### config.mk
export PLATFORM = sky130hd
export DESIGN_NAME = filter_ram_ctrl_flat
export DESIGN_NICKNAME = d
export VERILOG_FILES = /design/src/rtl/filter_ram_ctrl_if.sv /design/src/rtl/filter_ram_ctrl.sv /design/src/flat_wrapper.sv
export SDC_FILE = /design/constraint.sdc
export NUM_CORES = 1
export LEC_CHECK = 0
export CAP_MARGIN = 30
export CORE_ASPECT_RATIO = 1.5
export CORE_MARGIN = 2
export CORE_UTILIZATION = 30
export CTS_CLUSTER_DIAMETER = 40
export CTS_CLUSTER_SIZE = 30
export DETAILED_ROUTE_END_ITERATION = 10
export PLACE_DENSITY = 0.75
export SLEW_MARGIN = 20
export SYNTH_ARGS = -nofsm -noshare
export SYNTH_HDL_FRONTEND = slang
export SYNTH_SLANG_ARGS = --single-unit
export TNS_END_PERCENT = 5
### constraint.sdc
create_clock -name clk -period 3.3 [get_ports clk]
set_input_delay 0.825 -clock clk [delete_from_list [all_inputs] [get_ports clk]]
set_output_delay 0.825 -clock clk [all_outputs]
set_load 0.01 [all_outputs]
### src/rtl/filter_ram_ctrl_if.sv
// Bundles the result stream, readout client and RAM port signals of filter_ram_ctrl.
// slave = controller view, master = environment (datapath, readout client, RAM) view.
interface filter_ram_ctrl_if #(
    parameter int unsigned ADDR_W = 8,
    parameter int unsigned DATA_W = 8
);
    logic              res_valid;
    logic [DATA_W-1:0] res_data;
    logic              res_ready;
    logic              rd_req;
    logic [ADDR_W-1:0] rd_addr;
    logic              rd_ready;
    logic              rd_valid;
    logic [31:0]       rd_data;
    logic              ram_wr;
    logic              ram_rd;
    logic [ADDR_W-1:0] ram_nextaddr;
    logic [ADDR_W-1:0] ram_addr;
    logic [DATA_W-1:0] ram_din;
    logic [31:0]       ram_dout;

    modport slave (
        input  res_valid, res_data, rd_req, rd_addr, ram_dout,
        output res_ready, rd_ready, rd_valid, rd_data,
        output ram_wr, ram_rd, ram_nextaddr, ram_addr, ram_din
    );

    modport master (
        output res_valid, res_data, rd_req, rd_addr, ram_dout,
        input  res_ready, rd_ready, rd_valid, rd_data,
        input  ram_wr, ram_rd, ram_nextaddr, ram_addr, ram_din
    );
endinterface

### src/rtl/filter_ram_ctrl.sv
// Frame write sequencer and shared read port for the 256x32 filter-output RAM.
// Optional FILTER_RAM_CTRL_OVF_EN: accept-and-discard results in DONE with sticky ovf flag.
module filter_ram_ctrl #(
    parameter int unsigned ADDR_W    = 8,
    parameter int unsigned DATA_W    = 8,
    parameter int unsigned FRAME_LEN = 9
) (
    input  logic              clk,
    input  logic              rst,
    input  logic              start,
    filter_ram_ctrl_if.slave  bus,
    output logic              busy,
    output logic              frame_done,
`ifdef FILTER_RAM_CTRL_OVF_EN
    output logic              ovf,
`endif
    output logic [ADDR_W:0]   wcount
);
    typedef enum logic [1:0] {IDLE, FILL, DONE} state_t;

    localparam logic [ADDR_W:0] LAST = (ADDR_W+1)'(FRAME_LEN - 1);

    state_t            state_q;
    logic [ADDR_W-1:0] wptr_q;
    logic [ADDR_W:0]   wcount_q;
    logic              rd_valid_q;
    logic              res_ready;
    logic              accept;
    logic              wr_en;
    logic              rd_ok;
`ifdef FILTER_RAM_CTRL_OVF_EN
    logic              ovf_q;
`endif

    always_comb begin
`ifdef FILTER_RAM_CTRL_OVF_EN
        res_ready = (state_q == FILL) || (state_q == DONE);
`else
        res_ready = (state_q == FILL);
`endif
        accept = bus.res_valid & res_ready;
        wr_en  = accept & (state_q == FILL);
        // Only a real RAM write can collide; discarded overflow results never stall a read.
        rd_ok  = bus.rd_req & ~(wr_en & (bus.rd_addr == wptr_q)) & ~rst;
    end

    assign bus.res_ready    = res_ready;
    assign bus.ram_wr       = wr_en;
    assign bus.ram_nextaddr = wr_en ? wptr_q : '0;
    assign bus.ram_din      = wr_en ? bus.res_data : '0;
    assign bus.rd_ready     = rd_ok;
    assign bus.ram_rd       = rd_ok;
    assign bus.ram_addr     = rd_ok ? bus.rd_addr : '0;
    assign bus.rd_valid     = rd_valid_q;
    assign bus.rd_data      = rd_valid_q ? bus.ram_dout : '0;
    assign busy             = (state_q == FILL);
    assign frame_done       = (state_q == DONE);
    assign wcount           = wcount_q;
`ifdef FILTER_RAM_CTRL_OVF_EN
    assign ovf              = ovf_q;
`endif

    always_ff @(posedge clk) begin
        if (rst) begin
            state_q    <= IDLE;
            wptr_q     <= '0;
            wcount_q   <= '0;
            rd_valid_q <= 1'b0;
`ifdef FILTER_RAM_CTRL_OVF_EN
            ovf_q      <= 1'b0;
`endif
        end else begin
            rd_valid_q <= rd_ok;
            case (state_q)
                IDLE: begin
                    if (start) begin
                        state_q  <= FILL;
                        wptr_q   <= '0;
                        wcount_q <= '0;
                    end
                end
                FILL: begin
                    if (wr_en) begin
                        wcount_q <= wcount_q + 1'b1;
                        // wptr stays on the last address so it never runs past the frame.
                        if (wcount_q == LAST) state_q <= DONE;
                        else                  wptr_q  <= wptr_q + 1'b1;
                    end
                end
                DONE: begin
                    if (start) begin
                        state_q  <= FILL;
                        wptr_q   <= '0;
                        wcount_q <= '0;
`ifdef FILTER_RAM_CTRL_OVF_EN
                        ovf_q    <= 1'b0;
                    end else if (accept) begin
                        ovf_q    <= 1'b1;
`endif
                    end
                end
                default: state_q <= IDLE;
            endcase
        end
    end
endmodule

### src/flat_wrapper.sv
// flat-port wrapper written by rule: the top's interface ports become plain ports
module filter_ram_ctrl_flat 
#(
    parameter int unsigned ADDR_W    = 8,
    parameter int unsigned DATA_W    = 8,
    parameter int unsigned FRAME_LEN = 9
)
  (clk, rst, start, busy, frame_done, wcount, bus_res_valid, bus_res_data, bus_rd_req, bus_rd_addr, bus_ram_dout, bus_res_ready, bus_rd_ready, bus_rd_valid, bus_rd_data, bus_ram_wr, bus_ram_rd, bus_ram_nextaddr, bus_ram_addr, bus_ram_din);
  filter_ram_ctrl_if #(.ADDR_W(ADDR_W), .DATA_W(DATA_W)) bus_i ();
  input  logic clk;
  input  logic rst;
  input  logic start;
  output logic busy;
  output logic frame_done;
  output logic [ADDR_W:0] wcount;
  input wire logic [$bits(bus_i.res_valid)-1:0] bus_res_valid;
  input wire logic [$bits(bus_i.res_data)-1:0] bus_res_data;
  input wire logic [$bits(bus_i.rd_req)-1:0] bus_rd_req;
  input wire logic [$bits(bus_i.rd_addr)-1:0] bus_rd_addr;
  input wire logic [$bits(bus_i.ram_dout)-1:0] bus_ram_dout;
  output wire logic [$bits(bus_i.res_ready)-1:0] bus_res_ready;
  output wire logic [$bits(bus_i.rd_ready)-1:0] bus_rd_ready;
  output wire logic [$bits(bus_i.rd_valid)-1:0] bus_rd_valid;
  output wire logic [$bits(bus_i.rd_data)-1:0] bus_rd_data;
  output wire logic [$bits(bus_i.ram_wr)-1:0] bus_ram_wr;
  output wire logic [$bits(bus_i.ram_rd)-1:0] bus_ram_rd;
  output wire logic [$bits(bus_i.ram_nextaddr)-1:0] bus_ram_nextaddr;
  output wire logic [$bits(bus_i.ram_addr)-1:0] bus_ram_addr;
  output wire logic [$bits(bus_i.ram_din)-1:0] bus_ram_din;
  assign bus_i.res_valid = bus_res_valid;
  assign bus_i.res_data = bus_res_data;
  assign bus_i.rd_req = bus_rd_req;
  assign bus_i.rd_addr = bus_rd_addr;
  assign bus_i.ram_dout = bus_ram_dout;
  assign bus_res_ready = bus_i.res_ready;
  assign bus_rd_ready = bus_i.rd_ready;
  assign bus_rd_valid = bus_i.rd_valid;
  assign bus_rd_data = bus_i.rd_data;
  assign bus_ram_wr = bus_i.ram_wr;
  assign bus_ram_rd = bus_i.ram_rd;
  assign bus_ram_nextaddr = bus_i.ram_nextaddr;
  assign bus_ram_addr = bus_i.ram_addr;
  assign bus_ram_din = bus_i.ram_din;
  filter_ram_ctrl #(.ADDR_W(ADDR_W), .DATA_W(DATA_W), .FRAME_LEN(FRAME_LEN)) u_core (.clk(clk), .rst(rst), .start(start), .bus(bus_i), .busy(busy), .frame_done(frame_done), .wcount(wcount));
endmodule
==> results of run 1 <==
[cells by family (layout without fill, tap and decap cells)]
kind of cell,Yosys count,count (layout)
XOR/XNOR,13,13
buffers and inverters,22,145
flip-flops,20,20
adder cells (fa/ha/maj),3,3
AND/OR/NAND/NOR,103,103
AO/OA/AOI/OAI,35,36
[per-layer routing]
metal | share of wire | up-vias
met5 | 0 | -
met4 | 0.016 | 0
met3 | 0.042 | 8
met2 | 0.56 | 59
met1 | 0.38 | 856
li1 | - | 926
[critical path: stages]
cell and delay (ns):
clkdlybuf4s50_1 0.53, xor2_2 0.21, nor4_4 0.05, buf_4 0.16, a31oi_4 0.23, and2_1 0.16
dlygate4sd2_1 0.26
[registers in the layout, indices dropped and copies added (netlist names)]
signal	cells
u_core.wcount	9
u_core.wptr_q	8
u_core.state_q	2
u_core.bus.rd_valid	1
[cell type report]
cell class	count	area, sq um
flip-flops and latches	20	400.4
well taps	68	85.08
inverters	7	28.78
clock inverters	1	30.03
fillers	473	1996
multi-input cells	155	1136
repair buffers	134	1328
clock buffers	3	41.29
[power groups by stage]
| stage | Clock (uW) | Sequential, uW | Combinational [uW] |
|---|---|---|---|
| final | 246 | 253 | 206 |
| after global routing | 266 | 255 | 222 |
| after CTS | 251 | 253 | 207 |
| after detailed placement | 0 | 259 | 198 |
| after global placement | 0 | 259 | 196 |
| after floorplan | 0 | 253 | 74.0 |
[metrics by stage]
stage,total power (uW),setup slack (ns),area [sq um]
5_1_grt,742.5,-0.02800,3049
3_5_place_dp,457.3,-0.4401,2854
4_1_cts,711.9,0.006150,3028
6_report,705.2,0.03470,3049
3_3_place_gp,455.2,-0.4587,2854
2_1_floorplan,327.3,0.6178,1550
[final timing paths]
path	depth (start not counted)	startpoint	endpoint
setup / recovery	7	bus_rd_addr[6]	bus_ram_addr[2]
hold / removal	2	u_core.wcount[8]	u_core.wcount[8]
setup reg to reg	6	u_core.wcount[0]	u_core.wptr_q[2]
hold reg to reg	2	u_core.wcount[8]	u_core.wcount[8]
[cell usage in the layout (no fill, tap or decap), types with 2 or more instances in the layout]
cell type	netlist	routed
nor4b_4	2	2
xnor2_1	2	2
or3_1	2	2
nor2_1	8	8
nor2b_1	2	2
nor3_1	3	3
dfxtp_1	20	20
nand3_1	7	7
a41oi_1	2	2
dlymetal6s2s_1	0	5
and2_1	56	56
o211ai_1	2	2
a41o_1	2	2
xor2_1	11	7
dlygate4sd2_1	0	11
xor2_2	0	4
clkdlybuf4s50_1	0	107
nand4_1	4	4
nand2_1	7	7
o21ai_0	3	3
a311oi_1	4	4
buf_4	2	9
a21oi_1	8	8
a211oi_1	4	4
inv_1	7	6
nand2b_1	3	3
a31oi_1	3	2
ha_1	3	3
a31oi_4	0	2
clkbuf_8	0	3
nand3b_1	2	2
[cells in the mapped netlist (3+ instances only)]
cell type,number
inv_1,7
xor2_1,11
nand3_1,7
nand4_1,4
o21ai_0,3
a211oi_1,4
and2_1,56
clkbuf_1,8
nand2_1,7
a21oi_1,8
dfxtp_1,20
nand2b_1,3
nor2_1,8
a31oi_1,3
nor3_1,3
a311oi_1,4
ha_1,3
[repair_timing]
item,CTS,global route
buffers inserted,2,1
cloned,1,0
hold buffers,0,0
setup endpoints to repair,22,15
pin swaps,3,1
gates resized for setup,27,6
==> qor.txt, run 1 <==
=====================================================================================================
Largest area contributor in the synthesized netlist ....................................      dfxtp_1
M3 GR Usage ............................................................................      0.03681
Mux share of post-synthesis cell area ..................................................            0
Detailed-route wire length per cell ....................................................     14.43 um
Achievable Freq ........................................................................   0.3063 GHz
Antenna-violating nets left ............................................................            0
Number of nets in the finished design ..................................................          377
Number of H-tree branching levels ......................................................            1
Final setup TNS ........................................................................         0 ns
Placed Cells ...........................................................................          380
Actual transition at the worst max-transition pin ......................................    0.7142 ns
Clock Sinks ............................................................................           20
Arrival time worst endpoint ............................................................      2.44 ns
Maximum number of pins on one net before global-route repair ...........................           34
CTS tree ...............................................................................          yes
Final Instance Count excl. Fillers .....................................................          388
Ant diodes .............................................................................            0
Post-synthesis share of cell area spent on full adders, half adders and majority gates .      0.02421
Static Leakage .........................................................................  0.001208 uW
Relative contribution of the clock network to total power ..............................        0.349
GRT overflow ...........................................................................            0
Core ar. ...............................................................................   5045 sq um
Final clock skew .......................................................................  0.008004 ns
Skew-Pair Late Insertion Delay .........................................................      0.26 ns
R2r setup slk ..........................................................................      1.31 ns
Syn_nets ...............................................................................          252
Portion of synthesized cell area occupied by the leading cell type .....................       0.2583
Ports ..................................................................................          125
Port Buf Inserts .......................................................................          124
Endpoint class of the critical path ....................................................   output pin
Status ................................................................................. finished, final reports clean
Prevailing post-synth register cell ....................................................      dfxtp_1
Post-synth EDFFs .......................................................................            0
Half-perimeter wire length after placement .............................................      4397 um
Buffers from clock root to sink, at most ...............................................            2
Final count of pins violating max slew .................................................            0
Vias in the first global route .........................................................        1,750
Fraction of the core area covered by cells at the end of the flow ......................       0.6044
Via density ............................................................................        4.765
Met1 routing resource usage after global routing .......................................       0.2122
Max_cap viols ..........................................................................            0
GR peak layer ..........................................................................         met2
Netlist cell types .....................................................................           43
Placer's final routability congestion estimate .........................................       0.8000
Final setup violation count ............................................................            0
Fraction of layout cells with a size suffix above 1 ....................................      0.08750
Hold Slack .............................................................................    0.5478 ns
Total DRC errors in the routed layout ..................................................            0
Via count of the routed design .........................................................        1,849
Kind of critical path ..................................................................    in -> out
Main combinational cell family by area after synthesis ................................. simple AND/OR/NAND/NOR gates
Clock root buffer ......................................................................     clkbuf_8
Growth of design area from synthesis to finish .........................................       96.69%
Sw power ...............................................................................     170.2 uW
Type of element launching the critical path ............................................ primary input
First-pass iteration count of the detailed router ......................................            6
Starting density of the core ...........................................................       0.3073
Path class of the lowest-slack min-delay path ..........................................   reg -> reg
Post-synth ARST share ..................................................................            0
Instance count of the mapped netlist ...................................................          196
Placement row count ....................................................................           32
Tightest slew margin relative to the limit .............................................       0.5232
Net Sw Frac ............................................................................       0.2413
Required time of the worst setup path ..................................................      2.47 ns
Initial detailed-routing violation count ...............................................           69
Flip-flop and latch count after synthesis ..............................................           20
Global-route wire length before repair .................................................      8852 um
Number of antenna violations at the first check in global routing ......................            0
Sequential share of power ..............................................................        0.359
Peak supply drop .......................................................................    0.3713 mV
Number of failing hold endpoints at the final stage ....................................            0
Grt met2 use ...........................................................................       0.3620
Netlist area before placement ..........................................................   1550 sq um
Die ar. ................................................................................   5770 sq um
GRT Overall Usage ......................................................................       0.1900
Die X-Extent ...........................................................................     62.70 um
Routed WL ..............................................................................      5597 um
Die Ht .................................................................................     92.04 um
Cells taking the most area after synthesis ............................................. dfxtp_1 (26%), and2_1 (23%), xor2_1 (6.2%)
Clock-pin transition on the worst setup and hold timing paths ..........................      0.08 ns
CP max FO ..............................................................................            5
Post-layout min period .................................................................     3.265 ns
P_int ..................................................................................     535.0 uW
Cts bufs inserted ......................................................................            3
Share of the clock period used by the worst path .......................................       0.9895
Count of synthesis-stage warnings from yosys ...........................................            0
Comb pwr share .........................................................................        0.293
Post-Synthesis Mean Instance Area ......................................................  7.909 sq um
Compound-Gate Fraction of Synth Area ...................................................       0.1630
Seq/Total Area, Yosys ..................................................................       0.2583
Post-Synth Simple-Gate Area ............................................................       0.4157
Xor and xnor area share after synthesis ................................................      0.07345
P per Cell Area ........................................................................ 231.3 nW/um^2
=====================================================================================================
Note: power is estimated with default switching activity, not from simulation.
==> inputs of run 2 (changes only) <==
--- a/config.mk
+++ b/config.mk
@@ -5,6 +5,7 @@
 export SDC_FILE = /design/constraint.sdc
 export NUM_CORES = 1
 export LEC_CHECK = 0
+export ABC_AREA = 1
 export CAP_MARGIN = 30
 export CORE_ASPECT_RATIO = 1.5
 export CORE_MARGIN = 2
@@ -12,7 +13,7 @@
 export CTS_CLUSTER_DIAMETER = 40
 export CTS_CLUSTER_SIZE = 30
 export DETAILED_ROUTE_END_ITERATION = 10
-export PLACE_DENSITY = 0.75
+export PLACE_DENSITY = 0.73
 export SLEW_MARGIN = 20
 export SYNTH_ARGS = -nofsm -noshare
 export SYNTH_HDL_FRONTEND = slang
==> run 2 against run 1 <==
Against the previous run:
- worst hold slack lost 0.052 ns
- area after synthesis up 5.7%
- critical endpoint is now bus_ram_wr
- synthesized cell count is 52% higher
- count of clock-buffer cells in the layout up 1
- cell count up 27%
- fmax increased by 1.7%
- first-iteration DRC count fell by 28%
- die area increased by 5.4%
- cell area is 1.2% lower
- non-clock buffer count decreased by 2
- core utilization is 4.3 points lower
==> qor.txt, run 2 <==
=================================================================================
Core ar. ...........................................................   5368 sq um
Growth of design area from synthesis to finish .....................       83.82%
Most used standard cells in the synthesized netlist ................ nand2_1 (85), inv_1 (72), nor2_1 (54), dfxtp_1 (20), a21oi_1 (15)
Share of the clock period used by the worst path ...................       0.9732
Detailed-route wire length per cell ................................     11.51 um
Maximum number of pins on one net before global-route repair .......           33
Post-synth EDFFs ...................................................            0
Clock-pin transition on the worst setup and hold timing paths ......      0.07 ns
Prevailing post-synth register cell ................................      dfxtp_1
Number of H-tree branching levels ..................................            1
Final count of pins violating max slew .............................            0
Leading cell type by number of instances after synthesis ...........      nand2_1
RSZ-0062 raised after global routing ...............................           no
Post-Synthesis Mean Instance Area ..................................  5.500 sq um
Via count of the routed design .....................................        2,170
Leading cell types in the layout, fill and taps excluded ........... clkdlybuf4s50_1 (114), nand2_1 (85), inv_1 (72)
Number of failing hold endpoints at the final stage ................            0
Post-layout min period .............................................     3.211 ns
Required time of the worst setup path ..............................      2.47 ns
Post-synth ARST share ..............................................            0
Final setup violation count ........................................            0
Fraction of layout cells with a size suffix above 1 ................      0.05189
Placed Cells .......................................................          489
Endpoint class of the critical path ................................   output pin
Max reg flops ......................................................            9
Count of cells along the worst hold path ...........................            2
Kind of critical path ..............................................    in -> out
Slowest cell on crit path .......................................... clkdlybuf4s50_1
Flip-flop and latch count after synthesis ..........................           20
Number of antenna violations at the first check in global routing ..            0
Peak supply drop ...................................................    0.1727 mV
Cts bufs inserted ..................................................            3
Total DRC errors in the routed layout ..............................            0
Via density ........................................................        4.393
Ports ..............................................................          125
CTS hold repair buffers ............................................            0
Die X-Extent .......................................................     64.35 um
Commonest non-fill, non-tap cell in the layout ..................... clkdlybuf4s50_1
Placer's final routability congestion estimate .....................       0.8419
Antenna-violating nets left ........................................            0
Placement row count ................................................           33
Final clock skew ...................................................  0.001077 ns
Placed inst area ...................................................   2957 sq um
Ordered list of cells on the worst path ............................ clkdlybuf4s50_1 > nand2_4 > buf_4 > inv_1 > clkdlybuf4s50_1
Port Buf Inserts ...................................................          124
Seq/Total Area, Yosys ..............................................       0.2443
Netlist cell types .................................................           21
Max_cap viols ......................................................            0
CTS tree ...........................................................          yes
Clock Sinks ........................................................           20
Actual transition at the worst max-transition pin ..................    0.4232 ns
Portion of synthesized cell area occupied by the leading cell type .       0.2443
Ant diodes .........................................................            0
Final Worst Setup Slack ............................................   0.08857 ns
Starting density of the core .......................................       0.3054
Path class of the lowest-slack min-delay path ......................   reg -> reg
Die ar. ............................................................   6083 sq um
Half-perimeter wire length after placement .........................      4658 um
Vias in the first global route .....................................        1,912
Global-route wire length before repair .............................      8576 um
Static Leakage .....................................................  0.001532 uW
Skew-Pair Late Insertion Delay .....................................      0.25 ns
Fill cell instance count of the final layout .......................          552
Arrival time worst endpoint ........................................      2.39 ns
Tightest slew margin relative to the limit .........................       0.7157
Netlist area before placement ......................................   1639 sq um
Cell seen most often among critical-path stages .................... clkdlybuf4s50_1
Count of synthesis-stage warnings from yosys .......................            0
Final Instance Count excl. Fillers .................................          494
Instance count of the mapped netlist ...............................          298
P per Cell Area .................................................... 217.0 nW/um^2
Total power ........................................................     653.7 uW
Cells taking the most area after synthesis ......................... dfxtp_1 (24%), nand2_1 (19%), inv_1 (16%)
Buffers from clock root to sink, at most ...........................            2
Number of nets in the finished design ..............................          481
First-pass iteration count of the detailed router ..................            4
Type of element launching the critical path ........................ primary input
Die Ht .............................................................     94.53 um
Number of cells traversed by the worst register-to-register path ...            9
Finished layout cell area ..........................................   3013 sq um
Status ............................................................. finished, final reports clean
Initial detailed-routing violation count ...........................           50
Achievable Freq ....................................................   0.3114 GHz
GRT Overall Usage ..................................................       0.1764
Syn_nets ...........................................................          354
Largest area contributor in the synthesized netlist ................      dfxtp_1
GRT overflow .......................................................            0
Final setup TNS ....................................................         0 ns
Max stage delay on crit path .......................................      0.56 ns
Routed WL ..........................................................      5685 um
Clock root buffer ..................................................     clkbuf_8
CP max FO ..........................................................           19
Pre-CTS WS .........................................................   -0.1354 ns
=================================================================================
[run 2: cell count changes in the layout (fill, tap and decap cells not counted), moves of 5 or more]
| cell | previous run | this run |
|---|---|---|
| nand3_1 | 7 | 13 |
| nand2_1 | 7 | 85 |
| a21oi_1 | 8 | 15 |
| clkdlybuf4s50_1 | 107 | 114 |
| inv_1 | 6 | 72 |
| nor2_1 | 8 | 54 |
| dlymetal6s2s_1 | 5 | 0 |
| and2_1 | 56 | 0 |
[run 2: worst max-delay path: cells and delay by family]
| kind | cells | cell delay, ns |
|---|---|---|
| AND/OR/NAND/NOR | 1 | 0.08 |
| buffers and inverters | 4 | 1.48 |
[run 2: final timing paths]
kind                           from               end  slack (ns)
setup / recovery      bus_res_valid        bus_ram_wr        0.09
setup reg to reg  u_core.state_q[0]  u_core.wcount[6]        1.50
hold / removal     u_core.wcount[2]  u_core.wcount[2]        0.50
hold reg to reg    u_core.wcount[2]  u_core.wcount[2]        0.50
[run 2: metrics by stage]
| stage | hold slack [ns] | utilization |
|---|---|---|
| floorplan | 0.4755 | - |
| global placement | 0.4721 | 0.5508 |
| finish | 0.4959 | 0.5613 |
| CTS | 0.4926 | 0.5613 |
| global route | 0.5100 | 0.5613 |
| detailed placement | 0.4789 | 0.5508 |
[run 2: layer usage]
metal	up-vias	track usage	wire, um
li1	1119	-	-
met1	944	0.1709	2088
met2	101	0.3472	2868
met3	6	0.06198	645
met4	0	0.04610	82
met5	-	0	0
[run 2: cells by family (layout without fill, tap and decap cells)]
logic type	Yosys count	count (layout)	share of synthesized area
and+or+nand+nor	171	171	0.4527
buffers and inverters	83	209	0.2092
DFF	20	20	0.2443
AOI/OAI and AO/OA	18	18	0.05496
adders and majority gates	3	3	0.02290
xor gates and xnor gates	3	3	0.01603
[run 2: power by group]
| group | switching (uW) | internal (uW) | total, uW | leakage, uW |
|---|---|---|---|---|
| clock | 81.2 | 106 | 187 | 0.0000288 |
| sequential | 5.91 | 244 | 250 | 0.000162 |
| combinational | 93.9 | 122 | 216 | 0.00134 |
[run 2: layout make-up]
class | instances | area [sq um] | share of cell area
Tap cell | 70 | 87.58 | 0.02907
Clock buffer | 4 | 55.05 | 0.01827
Sequential cell | 20 | 400.4 | 0.1329
Timing Repair Buffer | 132 | 1289 | 0.4277
Inverter | 73 | 279.0 | 0.09261
Multi-Input combinational cell | 195 | 902.1 | 0.2994
[run 2: timing repair]
| action | in CTS | in global routing |
|---|---|---|
| endpoints found under the setup margin | 10 | 0 |
| gates resized for setup | 11 | 0 |
| setup buffers | 1 | 0 |
==> inputs of run 3 (changes only) <==
--- a/config.mk
+++ b/config.mk
@@ -7,13 +7,15 @@
 export LEC_CHECK = 0
 export ABC_AREA = 1
 export CAP_MARGIN = 30
+export CELL_PAD_IN_SITES_DETAIL_PLACEMENT = 1
+export CELL_PAD_IN_SITES_GLOBAL_PLACEMENT = 1
 export CORE_ASPECT_RATIO = 1.5
 export CORE_MARGIN = 2
-export CORE_UTILIZATION = 30
+export CORE_UTILIZATION = 22
 export CTS_CLUSTER_DIAMETER = 40
 export CTS_CLUSTER_SIZE = 30
 export DETAILED_ROUTE_END_ITERATION = 10
-export PLACE_DENSITY = 0.73
+export PLACE_DENSITY_LB_ADDON = 0.1
 export SLEW_MARGIN = 20
 export SYNTH_ARGS = -nofsm -noshare
 export SYNTH_HDL_FRONTEND = slang
==> run 3 against run 2 <==
Against the previous run:
- sequential share of layout area down 0.17 points
- clock skew up 0.0049 ns
- cell area up 1.3%
- clock power up 35%
- largest cell class unchanged
- non-clock buffer count down 1
- core utilization down 14 points
==> qor.txt, run 3 (same netlist as run 2, synthesis figures left out) <==
================================================================================
FF-to-FF End ...................................................... u_core.wptr_q[6]
Placed inst area ..................................................   2994 sq um
Status ............................................................ finished, final reports clean
RSZ-0062 raised after global routing ..............................           no
Placement row count ...............................................           38
Final count of pins violating max slew ............................            0
P per Cell Area ................................................... 236.3 nW/um^2
Placer's final routability congestion estimate ....................       0.7346
Peak supply drop ..................................................    0.2151 mV
Required time of the worst setup path .............................      2.47 ns
Post-layout min period ............................................     3.145 ns
GR peak layer .....................................................         met2
End point of the most critical hold path .......................... u_core.wcount[2]
Share of the clock period used by the worst path ..................       0.9530
First-pass iteration count of the detailed router .................            4
Vias in the first global route ....................................        1,994
Cts bufs inserted .................................................            3
Die Ht ............................................................     109.7 um
Via density .......................................................        4.197
Skew-Pair Late Insertion Delay ....................................      0.26 ns
Die ar. ...........................................................   8171 sq um
Port Buf Inserts ..................................................          124
Ports .............................................................          125
Grt met2 use ......................................................       0.3161
Core ar. ..........................................................   7227 sq um
Final Worst Setup Slack ...........................................    0.1550 ns
Pre-CTS WS ........................................................  -0.05388 ns
Hold Slack ........................................................    0.4907 ns
Routed WL .........................................................      6761 um
Clock Sinks .......................................................           20
Max reg flops .....................................................            9
Finished layout cell area .........................................   3053 sq um
Hold Crit Start ................................................... u_core.wcount[2]
Via count of the routed design ....................................        2,195
Clock-pin transition on the worst setup and hold timing paths .....      0.09 ns
CP max FO .........................................................           19
Count of cells along the worst hold path ..........................            2
Total power .......................................................     721.5 uW
Path class of the lowest-slack min-delay path .....................   reg -> reg
CTS tree ..........................................................          yes
Detailed-route wire length per cell ...............................     12.93 um
Tightest slew margin relative to the limit ........................       0.7047
Number of nets in the finished design .............................          480
Seq. cell area ....................................................  400.4 sq um
Buffers from clock root to sink, at most ..........................            2
Maximum number of pins on one net before global-route repair ......           34
Half-perimeter wire length after placement ........................      5738 um
Commonest non-fill, non-tap cell in the layout .................... clkdlybuf4s50_1
Initial detailed-routing violation count ..........................           48
Final clock skew ..................................................  0.006019 ns
Multi-input logic area ............................................  895.9 sq um
Arrival time worst endpoint .......................................      2.32 ns
Endpoint class of the critical path ...............................   output pin
Antenna-violating nets left .......................................            0
Number of antenna violations at the first check in global routing .            0
Final setup violation count .......................................            0
M3 GR Usage .......................................................      0.01833
Total DRC errors in the routed layout .............................            0
GRT Overall Usage .................................................       0.1585
Number of H-tree branching levels .................................            1
GRT overflow ......................................................            0
Max_cap viols .....................................................            0
Die X-Extent ......................................................     74.48 um
Type of element launching the critical path ....................... primary input
Fraction of the core area covered by cells at the end of the flow .       0.4224
Ant diodes ........................................................            0
Number of failing hold endpoints at the final stage ...............            0
Actual transition at the worst max-transition pin .................    0.4396 ns
Kind of critical path .............................................    in -> out
Setup bufs post-CTS ...............................................            0
Clock root buffer .................................................     clkbuf_8
Fraction of layout cells with a size suffix above 1 ...............      0.04965
Global-route wire length before repair ............................      9984 um
Starting density of the core ......................................       0.2268
R2r setup slk .....................................................      1.65 ns
Fill cell instance count of the final layout ......................          985
Growth of design area from synthesis to finish ....................       86.26%
Met1 routing resource usage after global routing ..................       0.1716
Number of cells traversed by the worst register-to-register path ..            9
Static Leakage ....................................................  0.001530 uW
Startpoint of the most critical register-to-register path ......... u_core.wcount[0]
Leading cell types in the layout, fill and taps excluded .......... clkdlybuf4s50_1 (114), nand2_1 (85), inv_1 (72)
Achievable Freq ...................................................   0.3180 GHz
================================================================================
## run 3: changes by cell type in the layout (fill, tap and decap cells not counted)
| cell | before | now |
|---|---|---|
| bufinv_16 | 0 | 1 |
| nor3_4 | 1 | 0 |
| clkbuf_8 | 4 | 3 |
| buf_4 | 8 | 7 |
| nor3_2 | 0 | 1 |
## run 3: worst max-delay path, stage by stage
cell             delay [ns]
clkdlybuf4s50_1        0.53
nand2_4                0.07
buf_4                  0.21
nor2_1                 0.12
clkdlybuf4s50_1        0.56
## run 3: report_power, final
group | internal, uW | switching [uW]
Sequential | 244 | 3.31
Combinational | 122 | 98.4
Clock | 162 | 91.1
## run 3: how the worst max path moves through the flow
stage	slack (ns)	to	startpoint	cells after the start
2_1_floorplan	0.87	bus_rd_ready	bus_res_valid	7
3_3_place_gp	-0.05	bus_ram_addr[7]	bus_rd_addr[7]	9
3_5_place_dp	-0.05	bus_ram_addr[7]	bus_rd_addr[7]	9
4_1_cts	0.14	bus_ram_din[1]	bus_res_valid	5
5_1_grt	0.07	bus_ram_addr[7]	bus_rd_addr[7]	9
6_report	0.16	bus_ram_din[1]	bus_res_valid	5
## run 3: cell type report
class | instances | area share
timing repair buffer | 131 | 0.4197
multi-input combinational | 195 | 0.2934
sequential | 20 | 0.1311
inverter | 73 | 0.09139
tap | 100 | 0.04098
clock buffer | 3 | 0.01352
clock inverter | 1 | 0.009836
## run 3: per-stage QoR
stage | TNS (ns) | cells
after global placement | -0.2648 | 519
after global routing | 0 | 523
after CTS | 0 | 523
after detailed placement | -0.3451 | 519
final | 0 | 523
after floorplan | 0 | 298
## run 3: routing by layer
layer  vias up  routed length (um)
met5         -                   0
met4         0                  37
met3         2                 387
met2        69                3714
met1      1003                2621
li1       1121                   -
## run 3: repair_timing
action	CTS	global route
resized for setup	10	0
setup endpoints to repair	10	0
hold buffers	0	0
